`src/rtl/seg_pkg.sv`:
```
// Shared 7-segment definitions: segment patterns {a,b,c,d,e,f,g,dp}, BCD decode and reader FSM states.
package seg_pkg;

   localparam logic [7:0] SEG_0 = 8'hFC;
   localparam logic [7:0] SEG_1 = 8'h60;
   localparam logic [7:0] SEG_2 = 8'hDA;
   localparam logic [7:0] SEG_3 = 8'hF2;
   localparam logic [7:0] SEG_4 = 8'h66;
   localparam logic [7:0] SEG_5 = 8'hB6;
   localparam logic [7:0] SEG_6 = 8'hBE;
   localparam logic [7:0] SEG_7 = 8'hE0;
   localparam logic [7:0] SEG_8 = 8'hFE;
   localparam logic [7:0] SEG_9 = 8'hF6;

   localparam logic [3:0] BCD_INVALID = 4'hF;

   typedef enum logic [1:0] {
      ST_WAIT   = 2'd0,
      ST_SETTLE = 2'd1,
      ST_HELD   = 2'd2
   } scan_state_e;

   // Returns {valid, bcd}; the dp segment is not part of the pattern.
   function automatic logic [4:0] seg_to_bcd(input logic [6:0] pat);
      logic [4:0] r;
      r = {1'b0, BCD_INVALID};
      case (pat)
         SEG_0[7:1]: r = {1'b1, 4'd0};
         SEG_1[7:1]: r = {1'b1, 4'd1};
         SEG_2[7:1]: r = {1'b1, 4'd2};
         SEG_3[7:1]: r = {1'b1, 4'd3};
         SEG_4[7:1]: r = {1'b1, 4'd4};
         SEG_5[7:1]: r = {1'b1, 4'd5};
         SEG_6[7:1]: r = {1'b1, 4'd6};
         SEG_7[7:1]: r = {1'b1, 4'd7};
         SEG_8[7:1]: r = {1'b1, 4'd8};
         SEG_9[7:1]: r = {1'b1, 4'd9};
         default:    r = {1'b0, BCD_INVALID};
      endcase
      return r;
   endfunction

endpackage

```
`src/rtl/seg_encode.sv`:
```
// Combinational decode of segments a..g into a BCD digit with a validity flag.
module seg_encode
   import seg_pkg::*;
(
   input  logic [6:0] seg_bits,
   output logic       valid_c,
   output logic [3:0] bcd_c
);

   assign {valid_c, bcd_c} = seg_to_bcd(seg_bits);

endmodule

```
`src/rtl/seg_scan_reader.sv`:
```
// Reader for a multiplexed 7-segment bus: debounces each digit slot, decodes it and
// publishes a complete frame once every slot has been captured.
module seg_scan_reader
   import seg_pkg::*;
#(
   parameter int unsigned NDIG       = 4,
   parameter int unsigned STABLE_CYC = 4,
   parameter int unsigned TIMEOUT    = 1000000
) (
   input  logic                clk,
   input  logic                rst_n,
   input  logic [7:0]          seg,
   input  logic [NDIG-1:0]     an,
   output logic [4*NDIG-1:0]   digits,
   output logic [NDIG-1:0]     dp_flags,
   output logic                frame_valid,
   output logic                frame_err,
   output logic                stale
);

   localparam int unsigned SCNT_W = $clog2(STABLE_CYC + 1);
   localparam int unsigned TMO_W  = $clog2(TIMEOUT + 1);
   localparam int unsigned SMP_W  = 8 + NDIG;

   scan_state_e         state_q, state_d;
   logic [SCNT_W-1:0]   scnt_q, scnt_d;
   logic [SMP_W-1:0]    prev_q, prev_d;
   logic [4*NDIG-1:0]   work_q, work_d;
   logic [NDIG-1:0]     wdp_q, wdp_d;
   logic [NDIG-1:0]     seen_q, seen_d;
   logic                err_acc_q, err_acc_d;
   logic                pub_q, pub_d;
   logic [TMO_W-1:0]    tmo_q, tmo_d;
   logic [4*NDIG-1:0]   digits_q, digits_d;
   logic [NDIG-1:0]     dp_flags_q, dp_flags_d;
   logic                frame_valid_q, frame_valid_d;
   logic                frame_err_q, frame_err_d;
   logic                stale_q, stale_d;

   logic                legal, same, capture, enc_valid;
   logic [3:0]          enc_bcd;
   logic [SMP_W-1:0]    sample;
   scan_state_e         st_restart;
   logic [SCNT_W-1:0]   scnt_restart;
   logic [NDIG-1:0]     seen_base;
   logic                err_base;

   seg_encode u_encode (
      .seg_bits (seg[7:1]),
      .valid_c  (enc_valid),
      .bcd_c    (enc_bcd)
   );

   assign sample       = {seg, an};
   assign legal        = (an != '0) && ((an & (an - NDIG'(1))) == '0);
   assign same         = (sample == prev_q);
   assign st_restart   = legal ? ST_SETTLE : ST_WAIT;
   assign scnt_restart = legal ? SCNT_W'(1) : '0;

   // Stability FSM: a legal sample restarts the count whenever it differs from the previous one.
   always_comb begin
      state_d = state_q;
      scnt_d  = scnt_q;
      capture = 1'b0;
      prev_d  = sample;
      case (state_q)
         ST_SETTLE: begin
            if (legal && same) begin
               if (scnt_q == SCNT_W'(STABLE_CYC - 1)) begin
                  capture = 1'b1;
                  state_d = ST_HELD;
                  scnt_d  = '0;
               end else begin
                  scnt_d = scnt_q + SCNT_W'(1);
               end
            end else begin
               state_d = st_restart;
               scnt_d  = scnt_restart;
            end
         end
         ST_HELD: begin
            if (!same) begin
               state_d = st_restart;
               scnt_d  = scnt_restart;
            end
         end
         default: begin
            state_d = st_restart;
            scnt_d  = scnt_restart;
         end
      endcase
   end

   // Frame assembly; a capture on the publish edge already belongs to the next frame.
   always_comb begin
      seen_base = pub_q ? '0 : seen_q;
      err_base  = pub_q ? 1'b0 : err_acc_q;
      work_d    = work_q;
      wdp_d     = wdp_q;
      seen_d    = seen_base;
      err_acc_d = err_base;
      if (capture) begin
         for (int unsigned i = 0; i < NDIG; i++) begin
            if (an[i]) begin
               work_d[4*i +: 4] = enc_bcd;
               wdp_d[i]         = seg[0];
            end
         end
         seen_d    = seen_base | an;
         err_acc_d = err_base | ~enc_valid;
      end
      pub_d         = capture && (seen_d == {NDIG{1'b1}});
      digits_d      = pub_q ? work_q    : digits_q;
      dp_flags_d    = pub_q ? wdp_q     : dp_flags_q;
      frame_err_d   = pub_q ? err_acc_q : frame_err_q;
      frame_valid_d = pub_q;
      if (capture) begin
         tmo_d = '0;
      end else if (tmo_q != TMO_W'(TIMEOUT)) begin
         tmo_d = tmo_q + TMO_W'(1);
      end else begin
         tmo_d = tmo_q;
      end
      stale_d = (tmo_d == TMO_W'(TIMEOUT));
   end

   always_ff @(posedge clk or negedge rst_n) begin
      if (!rst_n) begin
         state_q       <= ST_WAIT;
         scnt_q        <= '0;
         prev_q        <= '0;
         work_q        <= '0;
         wdp_q         <= '0;
         seen_q        <= '0;
         err_acc_q     <= 1'b0;
         pub_q         <= 1'b0;
         tmo_q         <= '0;
         digits_q      <= '0;
         dp_flags_q    <= '0;
         frame_valid_q <= 1'b0;
         frame_err_q   <= 1'b0;
         stale_q       <= 1'b0;
      end else begin
         state_q       <= state_d;
         scnt_q        <= scnt_d;
         prev_q        <= prev_d;
         work_q        <= work_d;
         wdp_q         <= wdp_d;
         seen_q        <= seen_d;
         err_acc_q     <= err_acc_d;
         pub_q         <= pub_d;
         tmo_q         <= tmo_d;
         digits_q      <= digits_d;
         dp_flags_q    <= dp_flags_d;
         frame_valid_q <= frame_valid_d;
         frame_err_q   <= frame_err_d;
         stale_q       <= stale_d;
      end
   end

   assign digits      = digits_q;
   assign dp_flags    = dp_flags_q;
   assign frame_valid = frame_valid_q;
   assign frame_err   = frame_err_q;
   assign stale       = stale_q;

endmodule
```
`config.mk`:
```
export PLATFORM = sky130hd
export DESIGN_NAME = seg_scan_reader
export DESIGN_NICKNAME = d
export VERILOG_FILES = /design/src/rtl/seg_pkg.sv /design/src/rtl/seg_encode.sv /design/src/rtl/seg_scan_reader.sv
export SDC_FILE = /design/constraint.sdc
export NUM_CORES = 1
export LEC_CHECK = 0
export BUFFER_PORTS_ARGS = -buffer_cell sky130_fd_sc_hd__buf_2
export CORE_UTILIZATION = 50
export DETAILED_ROUTE_END_ITERATION = 10
export PLACE_DENSITY = 0.69
export SYNTH_ARGS = -nofsm -noshare
export SYNTH_HDL_FRONTEND = slang
export SYNTH_SLANG_ARGS = --single-unit
```
`constraint.sdc`:
```
create_clock -name clk -period 2.7 [get_ports clk]
set_input_delay 0 -clock clk [delete_from_list [all_inputs] [get_ports clk]]
set_output_delay 0 -clock clk [all_outputs]
set_load 0.01 [all_outputs]
```
# Yosys cells after proc, flatten, opt, wreduce, memory -nomap -nowiden
# Index checks and enable logic that the tools add are counted.
dict set report totals {
  ff_bits 86
  elab_cells 76
  input_bits 14
  out_inout_bits 23
}
dict set report classes {
  bitwise_logic 4
  reduce_logical 10
  n_eq_ne 19
  n_addsub 3
  mux 20
}
# operator n
set op_table {}
lappend op_table {{$eq A7 B7 Y1 const B} 8}
lappend op_table {{$pmux W5 S10} 1}
lappend op_table {{$mux W20} 2}
lappend op_table {{$add A20 B1 Y20 const B} 1}
lappend op_table {{$eq A20 B20 Y1 const B} 1}
lappend op_table {{$ne A20 B20 Y1 const B} 1}
lappend op_table {{$eq A7 B6 Y1 const B} 2}
lappend op_table {{$eq A12 B12 Y1} 1}
lappend op_table {{$reduce_and A2 Y1} 5}
lappend op_table {{$mux W3} 3}
lappend op_table {{$mux W4} 2}
lappend op_table {{$mux W1} 7}
lappend op_table {{$mux W2} 3}
lappend op_table {{$pmux W3 S2} 1}
lappend op_table {{$and A4 B4 Y4} 1}
lappend op_table {{$eq A4 B4 Y1 const B} 1}
lappend op_table {{$logic_not A4 Y1} 1}
lappend op_table {{$or A4 B4 Y4} 1}
lappend op_table {{$pmux W2 S2} 1}
lappend op_table {{$reduce_bool A4 Y1} 1}
lappend op_table {{$sub A4 B1 Y4 const B} 1}
lappend op_table {{$add A3 B1 Y3 const B} 1}
lappend op_table {{$eq A3 B2 Y1 const B} 1}
lappend op_table {{$logic_and A1 B1 Y1} 3}
lappend op_table {{other kinds (6)} 6}

# Depth between registers and ports, before layout
dict set report logic_depth {
  word_depth 10
  depth_mapped 8
  depth_no_buf 8
}

# Cells and area by module
# From an unflattened synthesis, not the netlist that was laid out.
dict set report hier_totals {
  cells_unflattened 356
  area_unflattened_um2 4097.7
}
# module cells_per_inst seq_area_each_um2 area_per_inst_um2 n_inst
set by_module_without_submodules {}
lappend by_module_without_submodules {seg_scan_reader 326 2152.1 3908.7 1}
lappend by_module_without_submodules {seg_encode 30 0.0 188.9 1}

# Least setup slack after synthesis
# No wires, ideal clock.
dict set report synth_timing {
  kind {register to register}
  from {register tmo_q[6]}
  to {register stale_q, in the netlist stale}
  synth_period_minus_slack_ps 2114
  required_time_ps 2634
  stages_incl_launch_ff 8
  path_slack_ps 586
  arrival_ps 2047
  setup_ps 66
  n_path_buf 1
  path_cell_list {dfrtp_1 -> clkbuf_2 -> nand4_1 -> nor4_2 -> mux2_2 -> a211o_1 -> nor3_1 -> and3_1}
}
dict set report synth_via {
  elab_chain_cells 4
  word_cells_on_any_way 5
  classes_between {add/sub: 1; eq/ne: 2; mux: 2}
}
# element line
set synth_rtl {}
lappend synth_rtl {{from (decl)} seg_scan_reader.sv:33} ;# logic [TMO_W-1:0] tmo_q, tmo_d;
lappend synth_rtl {{from (signal assigned)} seg_scan_reader.sv:152} ;# tmo_q <= tmo_d;
lappend synth_rtl {{$add A20 B1 Y20 or $ne A20 B20 Y1 (tied branches)} {seg_scan_reader.sv:120, seg_scan_reader.sv:119}}
lappend synth_rtl {{$mux W20 *} seg_scan_reader.sv:119} ;# end else if (tmo_q != TMO_W'(TIMEOUT)) begin
lappend synth_rtl {{$mux W20 *} seg_scan_reader.sv:117} ;# if (capture) begin
lappend synth_rtl {{$eq A20 B20 Y1 *} seg_scan_reader.sv:124} ;# stale_d = (tmo_d == TMO_W'(TIMEOUT));
lappend synth_rtl {{named net stale_d} seg_scan_reader.sv:38} ;# logic stale_q, stale_d;
lappend synth_rtl {{to (signal assigned)} seg_scan_reader.sv:157} ;# stale_q <= stale_d;
lappend synth_rtl {{to (decl)} seg_scan_reader.sv:38}
# Mark *: on every way through the listed nets, which the timed path passes. The rest lies on a longest branch.
# A chain may end at the register's enable or synchronous reset.

# Final worst setup path
dict set report layout_timing {
  from {register tmo_q[1]}
  to {register stale_q, in the netlist stale}
}
# Same word-level chain as after synthesis.

==> results.md <==
Floorplanning:
- The count of pins on the block boundary is 37.
- The initial utilization of the core area, before any placement, comes to 0.521.
- The core area is 0.00777 mm2.
- The floorplan has 32 rows.
- The full die area is between 0.008 and 0.009 mm2.
- The floorplan step set the die height to 92.0 um.
- The die is 92.0 um wide.

Yosys:
- The combinational family with the most area after synthesis is simple AND/OR/NAND/NOR gates.
- Of the total synthesized cell area, the portion taken by full adders, half adders and majority gates is 0.00927.
- By area the synthesized netlist is led by sky130_fd_sc_hd__dfrtp_1 53%, sky130_fd_sc_hd__mux2_2 12%, sky130_fd_sc_hd__xor2_1 4.8%, sky130_fd_sc_hd__nor2_1 3.1%, sky130_fd_sc_hd__xnor2_1 2.8%.
- Yosys mapped the design onto 42 distinct sky130hd cell types.
- Among all flip-flop cells after synthesis, the most frequent one is sky130_fd_sc_hd__dfrtp_1.
- Counting flops with a built-in enable in the synthesized netlist gives 0.
- The cell count after synthesis came out at 367.
- The number of synthesis warnings is 0.
- Of the total synthesized cell area, the portion taken by AND, OR, NAND and NOR gates is 0.171.
- Sorting the synthesized cells by how often they occur yields 86 x sky130_fd_sc_hd__dfrtp_1, 42 x sky130_fd_sc_hd__mux2_2, 33 x sky130_fd_sc_hd__nor2_1, 22 x sky130_fd_sc_hd__nand2_1, 22 x sky130_fd_sc_hd__xor2_1.
- The synthesized-area fraction occupied by ao, oa, aoi and oai cells is 0.0560.
- The share of async-settable or async-resettable flops after synthesis is 1.00.
- The portion of netlist area occupied by mux cells is 0.124.
- sky130_fd_sc_hd__dfrtp_1 is the most common cell in the netlist.
- The number of storage elements in the synthesis netlist is 86.
- Summed over all instances, the cell type with the most area after synthesis is sky130_fd_sc_hd__dfrtp_1.
- The number of nets handed over by synthesis was 384.
- The post-synthesis sequential area ratio is 0.532.
- The synthesized-area fraction occupied by xor and xnor cells is 0.0757.
- Of the post-synthesis cell area, the dominant cell type holds 0.532.
- After synthesis the cells add up to about 0.0040 mm2.
- A synthesized cell averages between 10 and 15 um2.

Critical path:
- Along the worst path, the maximum fanout reaches 11.
- The worst path arrival time is 2.77 ns.
- The data required time of the critical path is 3.01 ns.
- In this run the worst setup path begins at tmo_q[1].
- The maximum single-stage delay on the critical path is 0.51 ns.
- The critical path startpoint category is a register.
- Among all stages on the critical path, the largest delay is contributed by sky130_fd_sc_hd__nor3_1.
- The kind of capture point of the worst setup path is a register.
- The beginning of the worst register-to-register path is tmo_q[1].
- The critical path goes through ha_1 -> nand4_1 -> nor3_1 -> nand4_1 -> a211o_1 -> nor3_1 -> and3_1.
- The worst setup path is of the register to register kind.

Clock network:
- The number of buffers inserted by post-CTS setup repair is 0.
- The clock passes through at most 2 buffers.
- The clock buffer count from CTS is 9.
- The clock net sink count is 86.
- The post-cts resize count is 0.
- In this run the number of H-tree levels came out at 3.
- The clock tree from TritonCTS is yes.
- The CTS root buffer is sky130_fd_sc_hd__clkbuf_8.
- The clock-pin transition on the worst setup and hold timing paths is approximately 0.09 ns.
- The insertion delay of the later-clocked pin in the worst-skew pair is 0.37 ns.

Timing:
- The final critical path time including I/O delays and setup is between 2 and 2.5 ns.
- The number of max-slew violations in the final report is 0.
- At the pin with the least slew margin, the transition time is 1.05 ns.
- Dividing the final minimum period by the clock period gives 0.912.
- Setup repair after global routing left no endpoint under its margin.
- The worst slew slack as a fraction of its limit is 0.299.
- The final hold violation count is 0.
- The final critical-path setup slack is 0.237 ns.
- Setup total negative slack on the finished layout was measured at 0 ns.
- Based on the critical path, the design can be clocked at up to around 0.41 GHz.
- The clock skew is 0.0107 ns.
- The number of setup violations in the final report is 0.

Route:
- The first detailed-routing pass took 4 iterations.
- The first routing iteration left about 140 violations.
- The average detailed-routed wire length per instance is roughly 16 um.
- After detailed routing, the number of remaining DRC violations is 0.
- In this run the remaining antenna-violating nets after routing total 0.
- The via count normalized by instance count is 5.48.
- The detailed-route wire length is 8150 um.
- The vias after detailed routing is 2843.

Final layout:
- For this run, the post-layout net count is approximately 430.
- The core occupancy in the finished layout is 0.601.
- Compared with the post-synthesis result, the final layout area differs by 15.3%.
- The fraction of final layout cells with drive strength greater than 1 is 0.252.
- The antenna diode count is 0.
- The finished cells cover between 0.004 and 0.005 mm2.

Pwr:
- The cell area power density is 558 mW/mm2.
- The worst-case IR drop observed on VDD is between 0.0003 and 0.0004 V.
- The reported leakage power is roughly 2.3 nW.

Placement:
- The number of port buffers is 36.
- Summing all placed instances gives a cell area of between 0.004 and 0.005 mm2.
- At the placement stage, the worst setup path has a slack of 0.268 ns.
- The final estimated routing congestion in global placement is approximately 0.90.
- The total half-perimeter wirelength after legalization and detailed placement is 5400 um.

Global routing:
- The number of antenna violations at the first check in global routing was 0.
- Entering global routing, the biggest net connects 87 pins.
- The wire length of the first global-routing pass is 13700 um.
- The total overflow left after global routing is 0.
- The number of global-route vias before repair is about 2900.
- The global-route usage over all layers is 0.209.

Hold path:
- In this run the worst hold path is classified as input pin to register.
- In this run the most critical hold path is launched from seg[4].

Status:
- The flow ran to the end, and the final reports show no timing, DRC or antenna violations.

Run:
- The max-capacitance violation count is 0.
## report_power, final
group	switching [mW]	total (mW)	internal, mW
logic	0.104	0.183	0.0797
registers	0.0584	1.38	1.33
clock network	0.483	1.04	0.554
total	0.645	2.60	1.96
## cell type report
class / count / area, um2
timing repair buffer: 53 / 343
tap: 102 / 128
clock buffer: 10 / 138
sequential: 86 / 2150
fill: 656 / 3100
multi-input combinational: 249 / 1770
clock inverter: 6 / 92.6
inverter: 13 / 48.8
## worst paths after layout
check / end / slack (ns) / cells past startpoint
worst min-delay path: prev_q[8] / 0.35 / 2
min in group asynchronous: tmo_q[19] / 0.36 / 2
max in group asynchronous: tmo_q[4] / 1.66 / 2
worst max-delay path: stale / 0.24 / 7
worst max register to register: stale / 0.24 / 7
worst min register to register: scnt_q[2] / 0.49 / 1
## cells by family after synthesis
kind of cell	Yosys count
AO/OA/AOI/OAI	37
XOR/XNOR	35
adder cells (fa/ha/maj)	3
buffers and inverters	32
flip-flops	86
multiplexers	45
AND/OR/NAND/NOR	129
## layer usage
layer	part of all wire	vias to the layer above	GRT usage
li1	-	1364	-
met1	0.47	1405	0.276
met2	0.48	58	0.333
met3	0.038	16	0.0597
met4	0.016	0	0.0690
met5	0	-	0
## critical path: cells and delay by family (launching register included)
kind,cells,cell delay (ns)
compound gates,1,0.32
simple gates,5,1.21
flops,1,0.45
fa+ha+maj,1,0.41
## sequential cells by signal (all words and copies together), names as in the netlist, 2 cells and up
name / count
scnt_q: 3
prev_q: 12
wdp_q: 4
digits: 16
dp_flags: 4
seen_q: 4
work_q: 16
tmo_q: 20
state_q: 2
## stage by stage
stage	total power, mW	hold WS, ns	std cells
6_report	2.60	0.352	519
5_1_grt	2.71	0.358	519
4_1_cts	2.62	0.342	519
3_5_place_dp	1.58	0.185	490
3_3_place_gp	1.57	0.182	490
2_1_floorplan	1.51	-0.296	367
## repair_timing
item                                   in CTS  in global routing
endpoints found under the hold margin      98                  0
hold buffers                               13                  0
setup endpoints to repair                   0                  0
## layout by cell type, fill, tap and decap left out, types with 3 or more instances in the layout
cell                             n
sky130_fd_sc_hd__dfrtp_1        86
sky130_fd_sc_hd__mux2_2         42
sky130_fd_sc_hd__buf_2          35
sky130_fd_sc_hd__nor2_1         33
sky130_fd_sc_hd__nand2_1        22
sky130_fd_sc_hd__xor2_1         22
sky130_fd_sc_hd__o21ai_0        14
sky130_fd_sc_hd__inv_1          13
sky130_fd_sc_hd__nand3_1        13
sky130_fd_sc_hd__xnor2_1        13
sky130_fd_sc_hd__dlygate4sd3_1  13
sky130_fd_sc_hd__nor3_1         12
sky130_fd_sc_hd__clkbuf_8       10
sky130_fd_sc_hd__and3_1          9
sky130_fd_sc_hd__a21oi_1         8
sky130_fd_sc_hd__nor4_1          6
sky130_fd_sc_hd__nand4_1         6
sky130_fd_sc_hd__nor2b_1         5
sky130_fd_sc_hd__buf_4           5
sky130_fd_sc_hd__or3b_2          4
sky130_fd_sc_hd__o22ai_1         4
sky130_fd_sc_hd__or3_1           3
sky130_fd_sc_hd__nor4b_1         3
sky130_fd_sc_hd__mux2i_1         3
sky130_fd_sc_hd__o211ai_1        3
sky130_fd_sc_hd__ha_1            3
(Power assumes the default switching activity.)
